<file path="src/rtl/video_overlay_box.sv">
// Pixel-domain overlay stage: registers the VGA stream by one cycle, paints a fixed-colour
// (optionally blinking) rectangular border, and flags line/frame geometry errors.
module video_overlay_box #(
  parameter int          HDISP        = 800,
  parameter int          VDISP        = 480,
  parameter int          BOX_X        = 100,
  parameter int          BOX_Y        = 60,
  parameter int          BOX_W        = 200,
  parameter int          BOX_H        = 120,
  parameter int          BORDER       = 4,
  parameter logic [23:0] COLOR        = 24'hFF0000,
  parameter int          BLINK_FRAMES = 30
) (
  input  logic        pixel_clk,
  input  logic        pixel_rst,
  input  logic        in_hs,
  input  logic        in_vs,
  input  logic        in_blank,
  input  logic [23:0] in_rgb,
  input  logic        enable,
  input  logic        clr_err,
  output logic        out_hs,
  output logic        out_vs,
  output logic        out_blank,
  output logic [23:0] out_rgb,
  output logic        geom_err
);

  localparam int XW  = $clog2(HDISP + 1);
  localparam int YW  = $clog2(VDISP + 1);
  localparam int FCW = (BLINK_FRAMES == 0) ? 1 : $clog2(2 * BLINK_FRAMES + 1);

  localparam logic [XW-1:0]  X_MAX   = XW'(HDISP);
  localparam logic [YW-1:0]  Y_MAX   = YW'(VDISP);
  localparam logic [FCW-1:0] FC_LAST = FCW'(2 * BLINK_FRAMES - 1);
  localparam logic [FCW-1:0] FC_HALF = FCW'(BLINK_FRAMES);

  // Box edges as 32-bit unsigned so they compare cleanly with zero-extended counters.
  localparam logic [31:0] HD  = 32'(HDISP);
  localparam logic [31:0] VD  = 32'(VDISP);
  localparam logic [31:0] OX0 = 32'(BOX_X);
  localparam logic [31:0] OX1 = 32'(BOX_X + BOX_W);
  localparam logic [31:0] OY0 = 32'(BOX_Y);
  localparam logic [31:0] OY1 = 32'(BOX_Y + BOX_H);
  localparam logic [31:0] IX0 = 32'(BOX_X + BORDER);
  localparam logic [31:0] IX1 = 32'(BOX_X + BOX_W - BORDER);
  localparam logic [31:0] IY0 = 32'(BOX_Y + BORDER);
  localparam logic [31:0] IY1 = 32'(BOX_Y + BOX_H - BORDER);

  logic           hs_q, vs_q, blank_q, err_q, synced_q, show_q;
  logic           err_d, synced_d, show_d;
  logic [23:0]    rgb_q, rgb_d;
  logic [XW-1:0]  x_q, x_d;
  logic [YW-1:0]  y_q, y_d;
  logic [FCW-1:0] fc_q, fc_d;

  logic        blank_fall, vs_fall, in_outer, in_inner, on_screen, border;
  logic [31:0] xe, ye;

  always_comb begin
    blank_fall = blank_q & ~in_blank;
    vs_fall    = vs_q & ~in_vs;
    xe         = 32'(x_q);
    ye         = 32'(y_q);

    x_d = x_q;
    if (blank_fall)                    x_d = '0;
    else if (in_blank && x_q != X_MAX) x_d = x_q + XW'(1);

    y_d = y_q;
    if (vs_fall)                         y_d = '0;
    else if (blank_fall && y_q != Y_MAX) y_d = y_q + YW'(1);

    synced_d = synced_q | vs_fall;
    show_d   = show_q;
    fc_d     = fc_q;
    if (vs_fall) begin
      if (!enable) begin
        fc_d   = '0;
        show_d = 1'b0;
      end else if (BLINK_FRAMES == 0) begin
        show_d = 1'b1;
      end else begin
        show_d = (fc_q < FC_HALF);
        fc_d   = (fc_q == FC_LAST) ? '0 : fc_q + FCW'(1);
      end
    end

    // Set wins over clear when both land in the same cycle.
    err_d = err_q;
    if (clr_err) err_d = 1'b0;
    if (synced_q && ((blank_fall && x_q != X_MAX) || (vs_fall && y_q != Y_MAX))) err_d = 1'b1;

    in_outer  = !(xe < OX0) && (xe < OX1) && !(ye < OY0) && (ye < OY1);
    in_inner  = !(xe < IX0) && (xe < IX1) && !(ye < IY0) && (ye < IY1);
    on_screen = (xe < HD) && (ye < VD);
    border    = in_blank && show_q && on_screen && in_outer && !in_inner;
    rgb_d     = border ? COLOR : in_rgb;
  end

  always_ff @(posedge pixel_clk or posedge pixel_rst) begin
    if (pixel_rst) begin
      hs_q     <= 1'b1;
      vs_q     <= 1'b1;
      blank_q  <= 1'b0;
      rgb_q    <= '0;
      err_q    <= 1'b0;
      x_q      <= '0;
      y_q      <= '0;
      synced_q <= 1'b0;
      show_q   <= 1'b0;
      fc_q     <= '0;
    end else begin
      hs_q     <= in_hs;
      vs_q     <= in_vs;
      blank_q  <= in_blank;
      rgb_q    <= rgb_d;
      err_q    <= err_d;
      x_q      <= x_d;
      y_q      <= y_d;
      synced_q <= synced_d;
      show_q   <= show_d;
      fc_q     <= fc_d;
    end
  end

  assign out_hs    = hs_q;
  assign out_vs    = vs_q;
  assign out_blank = blank_q;
  assign out_rgb   = rgb_q;
  assign geom_err  = err_q;

endmodule

</file>
<file path="config.mk">
export PLATFORM = sky130hd
export DESIGN_NAME = video_overlay_box
export DESIGN_NICKNAME = d
export VERILOG_FILES = /design/src/rtl/video_overlay_box.sv
export SDC_FILE = /design/constraint.sdc
export NUM_CORES = 1
export LEC_CHECK = 0
export ABC_AREA = 1
export BUFFER_PORTS_ARGS = -buffer_cell sky130_fd_sc_hd__buf_2
export CAP_MARGIN = 20
export CORE_UTILIZATION = 43
export DETAILED_ROUTE_END_ITERATION = 10
export PLACE_DENSITY = 0.66
export SYNTH_ARGS = -nofsm -noshare
export SYNTH_HDL_FRONTEND = slang
export SYNTH_SLANG_ARGS = --single-unit
</file>
<file path="constraint.sdc">
create_clock -name pixel_clk -period 1.7 [get_ports pixel_clk]
set_clock_uncertainty 0.1 [all_clocks]
set_input_delay 0.34 -clock pixel_clk [delete_from_list [all_inputs] [get_ports pixel_clk]]
set_output_delay 0.34 -clock pixel_clk [all_outputs]
set_load 0.005 [all_outputs]
</file>
==> results by stage <==
Placement:
- The count of input and output buffers is 58.
- The number of cells after detailed placement is 501.
- The placer congestion estimate is 0.8584.
- The total cell area at the placement stage is 0.003233 mm².
- The pre-CTS worst setup slack is 0.1051 ns.
- Detailed placement ended at an HPWL of 4320 µm.

Layout:
- In the final layout, the share of cells above drive strength 1 is 22.48%.
- Relative to the synthesized area, the layout overhead comes to 20.81%.
- In the final design database the tool counted 470 nets.
- Cells fill 55.24% of the core in the end.
- The count of antenna diodes in the layout is 0.
- The cell area after layout is 0.003348 mm².
- The number of non-filler instances in the completed layout is 511.

Logic synthesis:
- The netlist area before placement is 0.002771 mm².
- Synthesis produced a netlist whose cell count is 363.
- The number of nets in the synthesized netlist is 398.
- Dividing the synthesized area by the synthesized cell count gives 7.635 µm².
- The count of yosys warnings during synthesis is 0.
- Of the synthesized area, sequential elements account for 49.75%.
- The count of cell types in the netlist is 26.
- Counting flops and latches in the post-synthesis netlist gives 55.

Power and ir drop:
- The power after layout is 2.624 mW.
- For this design the static power due to leakage is 1.882 nW.
- The maximum VDD drop is 0.3977 mV.
- The total power density per cell area is 783.6 mW/mm².

Clock tree:
- The clock sink total is 55.
- For the worst-skew pair, the clock arrives at the later sink with an insertion delay of 0.31 ns.
- The clock-pin slew on the worst setup and hold paths is 0.10 ns.
- TritonCTS built the clock tree.
- No sink is reached through more buffers than the 2 on the longest clock path.
- Clock tree synthesis inserted a total of 5 buffers.
- The H-tree was split into 2 levels.
- In this run the post-CTS setup repair buffer count came out at 0.
- Clock tree synthesis selected as its root buffer the cell sky130_fd_sc_hd__clkbuf_8.

Setup path:
- STA classifies the critical path endpoint as a flop.
- The signal on the critical path passes through inv_2 > nand2_1 > nor2_1 > nand2_1 > nand3_2 > nand2_2 > nor2_4 > buf_12 > nor2_1.
- The worst register-to-register path has a setup slack of 0.15 ns.
- In this run the worst path has a maximum fanout of 16.
- The largest single stage delay on the critical path is 0.45 ns.
- The worst-case reg-to-reg path depth is 9.
- The critical path in this run is classified as flop to flop.
- The destination of the worst register-to-register timing path is out_rgb[4]$_DFF_PP0_.
- Among cell families on the critical path, the largest total delay comes from simple AND/OR/NAND/NOR gates.
- Counting both buffers and inverters, the worst setup path holds a total of 2.
- The critical path launch point type is a flop.
- The critical register-to-register path startpoint is x_q[9]$_DFFE_PP0P_.
- The data required time of the critical path is 1.81 ns.
- The endpoint arrival time on the critical path is 1.66 ns.
- The cell with the biggest individual delay on the critical path is sky130_fd_sc_hd__dfrtp_1.

Detailed routing:
- In this run the remaining antenna-violating nets after routing total 0.
- In the routed layout, each cell is associated on average with a via count of 4.699.
- Across all layers, the routed design uses 2401 vias.
- After detailed routing, the average wire length per cell comes to 11.15 µm.
- The number of DRC violations after detailed routing is 0.
- The number of optimization iterations in the first detailed-route pass is 4.
- The number of DRC markers in iteration 0 is 99.
- The routed design has 5696 µm of wire.

Global routing:
- The first global-routing pass estimated 9535 µm of wire.
- Global routing finished with a remaining overflow of 0.
- The maximum number of pins on one net before global-route repair is 22.
- The aggregate global-route resource usage is 18.57%.
- The number of antenna violations at the first check in global routing is 0.
- The number of global-route vias before repair is 2199.

Die:
- During I/O placement, the number of pins put on the boundary was 59.
- In this run the vertical extent of the chip is 82.28 µm.
- The initialized floorplan defines 28 standard-cell rows.
- Measured along the x axis, the die boundary spans 82.28 µm.
- The floorplan die area is 0.006770 mm².
- In this run the standard cell core region covers 0.006061 mm².
- For this configuration, the core starts out at a cell density of 45.73%.

Timing:
- The number of hold violations in the final report was 0.
- Setup repair after global routing left no endpoint under its margin.
- The worst relative slew slack is 66.01%.
- The final setup violation count is 0.
- The max-slew violation count came to 0.
- The transition time of the tightest slew-check pin is 0.5088 ns.
- The final critical path takes up 91.47% of the cycle.
- The achievable clock frequency is 0.6431 GHz.
- The worst slack on hold paths is 0.03874 ns.
- Adding up every negative setup slack in the final design gives 0 ns.
- The worst path needs 1.555 ns of the cycle, external delays included.
- The final critical-path setup slack is 0.1451 ns.

Hold path:
- The worst-case hold path end point is out_vs$_DFF_PP1_.
- The number of stages on the worst hold path is 1.
- In this run the most critical hold path is launched from in_vs.
- The tightest min-delay check is of the primary input to flop type.

Status:
- The run finished with clean final reports.

Job:
- Across the run, the number of max-cap violations was 0.
-- sequential cells by signal, summed over array words and instances, names as in the netlist --
register,cells
fc_q,6
geom_err,1
out_hs,1
synced_q,1
out_blank,1
x_q,10
out_vs,1
out_rgb,24
show_q,1
y_q,9
-- logic make-up after synthesis --
| kind of cell | share of synthesized area (%) |
|---|---|
| compound gates | 2.122 |
| xor+xnor | 2.212 |
| fa+ha+maj | 1.806 |
| buf+inv | 10.65 |
| flops | 49.75 |
| simple gates | 33.45 |
-- cell usage in the layout (no fill, tap or decap), drive strengths merged --
master	count
a21oi	2
buf	69
clkbuf	6
clkinv	2
clkinvlp	2
dfrtp	53
dfstp	2
dlygate4sd3	2
ha	4
inv	64
nand2	111
nand3	29
nand3b	2
nand4	10
nor2	56
nor3	4
o21ai	9
or2	2
xnor2	2
xor2	5
-- power breakdown --
part | leakage (nW) | internal (mW) | switching (mW)
Sequential | 0.685 | 1.40 | 0.0907
Clock | 0.0412 | 0.289 | 0.420
Combinational | 1.16 | 0.189 | 0.232
-- what timing repair did --
item,in CTS,in global routing
endpoints found under the setup margin,0,13
hold buffers,1,1
endpoints found under the hold margin,17,1
resized for setup,0,3
-- Yosys cell counts --
cell | n | area [µm²]
sky130_fd_sc_hd__nor2_1 | 49 | 183.9
sky130_fd_sc_hd__nand3_1 | 28 | 140.1
sky130_fd_sc_hd__inv_1 | 64 | 240.2
sky130_fd_sc_hd__nand2_2 | 5 | 31.28
sky130_fd_sc_hd__clkinv_2 | 1 | 5.000
sky130_fd_sc_hd__clkbuf_1 | 1 | 3.750
sky130_fd_sc_hd__buf_4 | 2 | 15.01
sky130_fd_sc_hd__a21oi_2 | 1 | 8.760
sky130_fd_sc_hd__nor2_4 | 2 | 22.52
sky130_fd_sc_hd__inv_2 | 1 | 3.750
sky130_fd_sc_hd__nand3b_1 | 2 | 15.01
sky130_fd_sc_hd__xor2_1 | 5 | 43.79
sky130_fd_sc_hd__nor2_2 | 5 | 31.28
sky130_fd_sc_hd__o21ai_0 | 9 | 45.04
sky130_fd_sc_hd__nand4_1 | 10 | 62.56
sky130_fd_sc_hd__ha_1 | 4 | 50.05
sky130_fd_sc_hd__buf_2 | 1 | 5.000
sky130_fd_sc_hd__dfrtp_1 | 53 | 1326
sky130_fd_sc_hd__xnor2_1 | 2 | 17.52
sky130_fd_sc_hd__nor3_1 | 4 | 20.02
sky130_fd_sc_hd__nand2_1 | 106 | 397.9
sky130_fd_sc_hd__a21oi_1 | 1 | 5.000
sky130_fd_sc_hd__dfstp_2 | 2 | 52.55
sky130_fd_sc_hd__nand3_2 | 1 | 10.01
sky130_fd_sc_hd__buf_6 | 2 | 22.52
sky130_fd_sc_hd__or2_2 | 2 | 12.51
-- worst max-delay path by stage --
stage                             from  slack [ns]                    end  cells past startpoint
finish              x_q[9]$_DFFE_PP0P_        0.15   out_rgb[4]$_DFF_PP0_                      9
global placement    y_q[5]$_DFFE_PP0P_        0.17  out_rgb[22]$_DFF_PP0_                      6
floorplan           x_q[0]$_DFFE_PP0P_        0.27     x_q[4]$_DFFE_PP0P_                      8
detailed placement  y_q[5]$_DFFE_PP0P_        0.11  out_rgb[20]$_DFF_PP0_                      6
global route        x_q[9]$_DFFE_PP0P_       0.004   out_rgb[4]$_DFF_PP0_                      9
CTS                 y_q[5]$_DFFE_PP0P_        0.09  out_rgb[22]$_DFF_PP0_                      6
-- worst register-to-register path, cell delays in order (launching register included) --
cell and delay [ns]:
sky130_fd_sc_hd__dfrtp_1 0.45, sky130_fd_sc_hd__inv_2 0.10, sky130_fd_sc_hd__nand2_1 0.05, sky130_fd_sc_hd__nor2_1 0.16, sky130_fd_sc_hd__nand2_1 0.12, sky130_fd_sc_hd__nand3_2 0.11, sky130_fd_sc_hd__nand2_2 0.07, sky130_fd_sc_hd__nor2_4 0.10
sky130_fd_sc_hd__buf_12 0.15, sky130_fd_sc_hd__nor2_1 0.05
-- metal layers --
| layer | share of wire [%] | global-route usage, % | vias to the layer above |
|---|---|---|---|
| li1 | - | - | 1239 |
| met1 | 47 | 24.15 | 1100 |
| met2 | 47 | 30.25 | 53 |
| met3 | 4.6 | 3.736 | 9 |
| met4 | 1.4 | 7.368 | 0 |
| met5 | 0 | 0 | - |
-- area by class of cell --
type	instances	area [µm²]
tap	75	93.84
inverter	66	252.7
sequential	55	1379
multi-input combinational	236	1107
clock buffer	6	72.57
timing repair buffer	71	430.4
fill	578	2713
clock inverter	2	12.51
No activity file was read; power rests on OpenSTA's default activity.
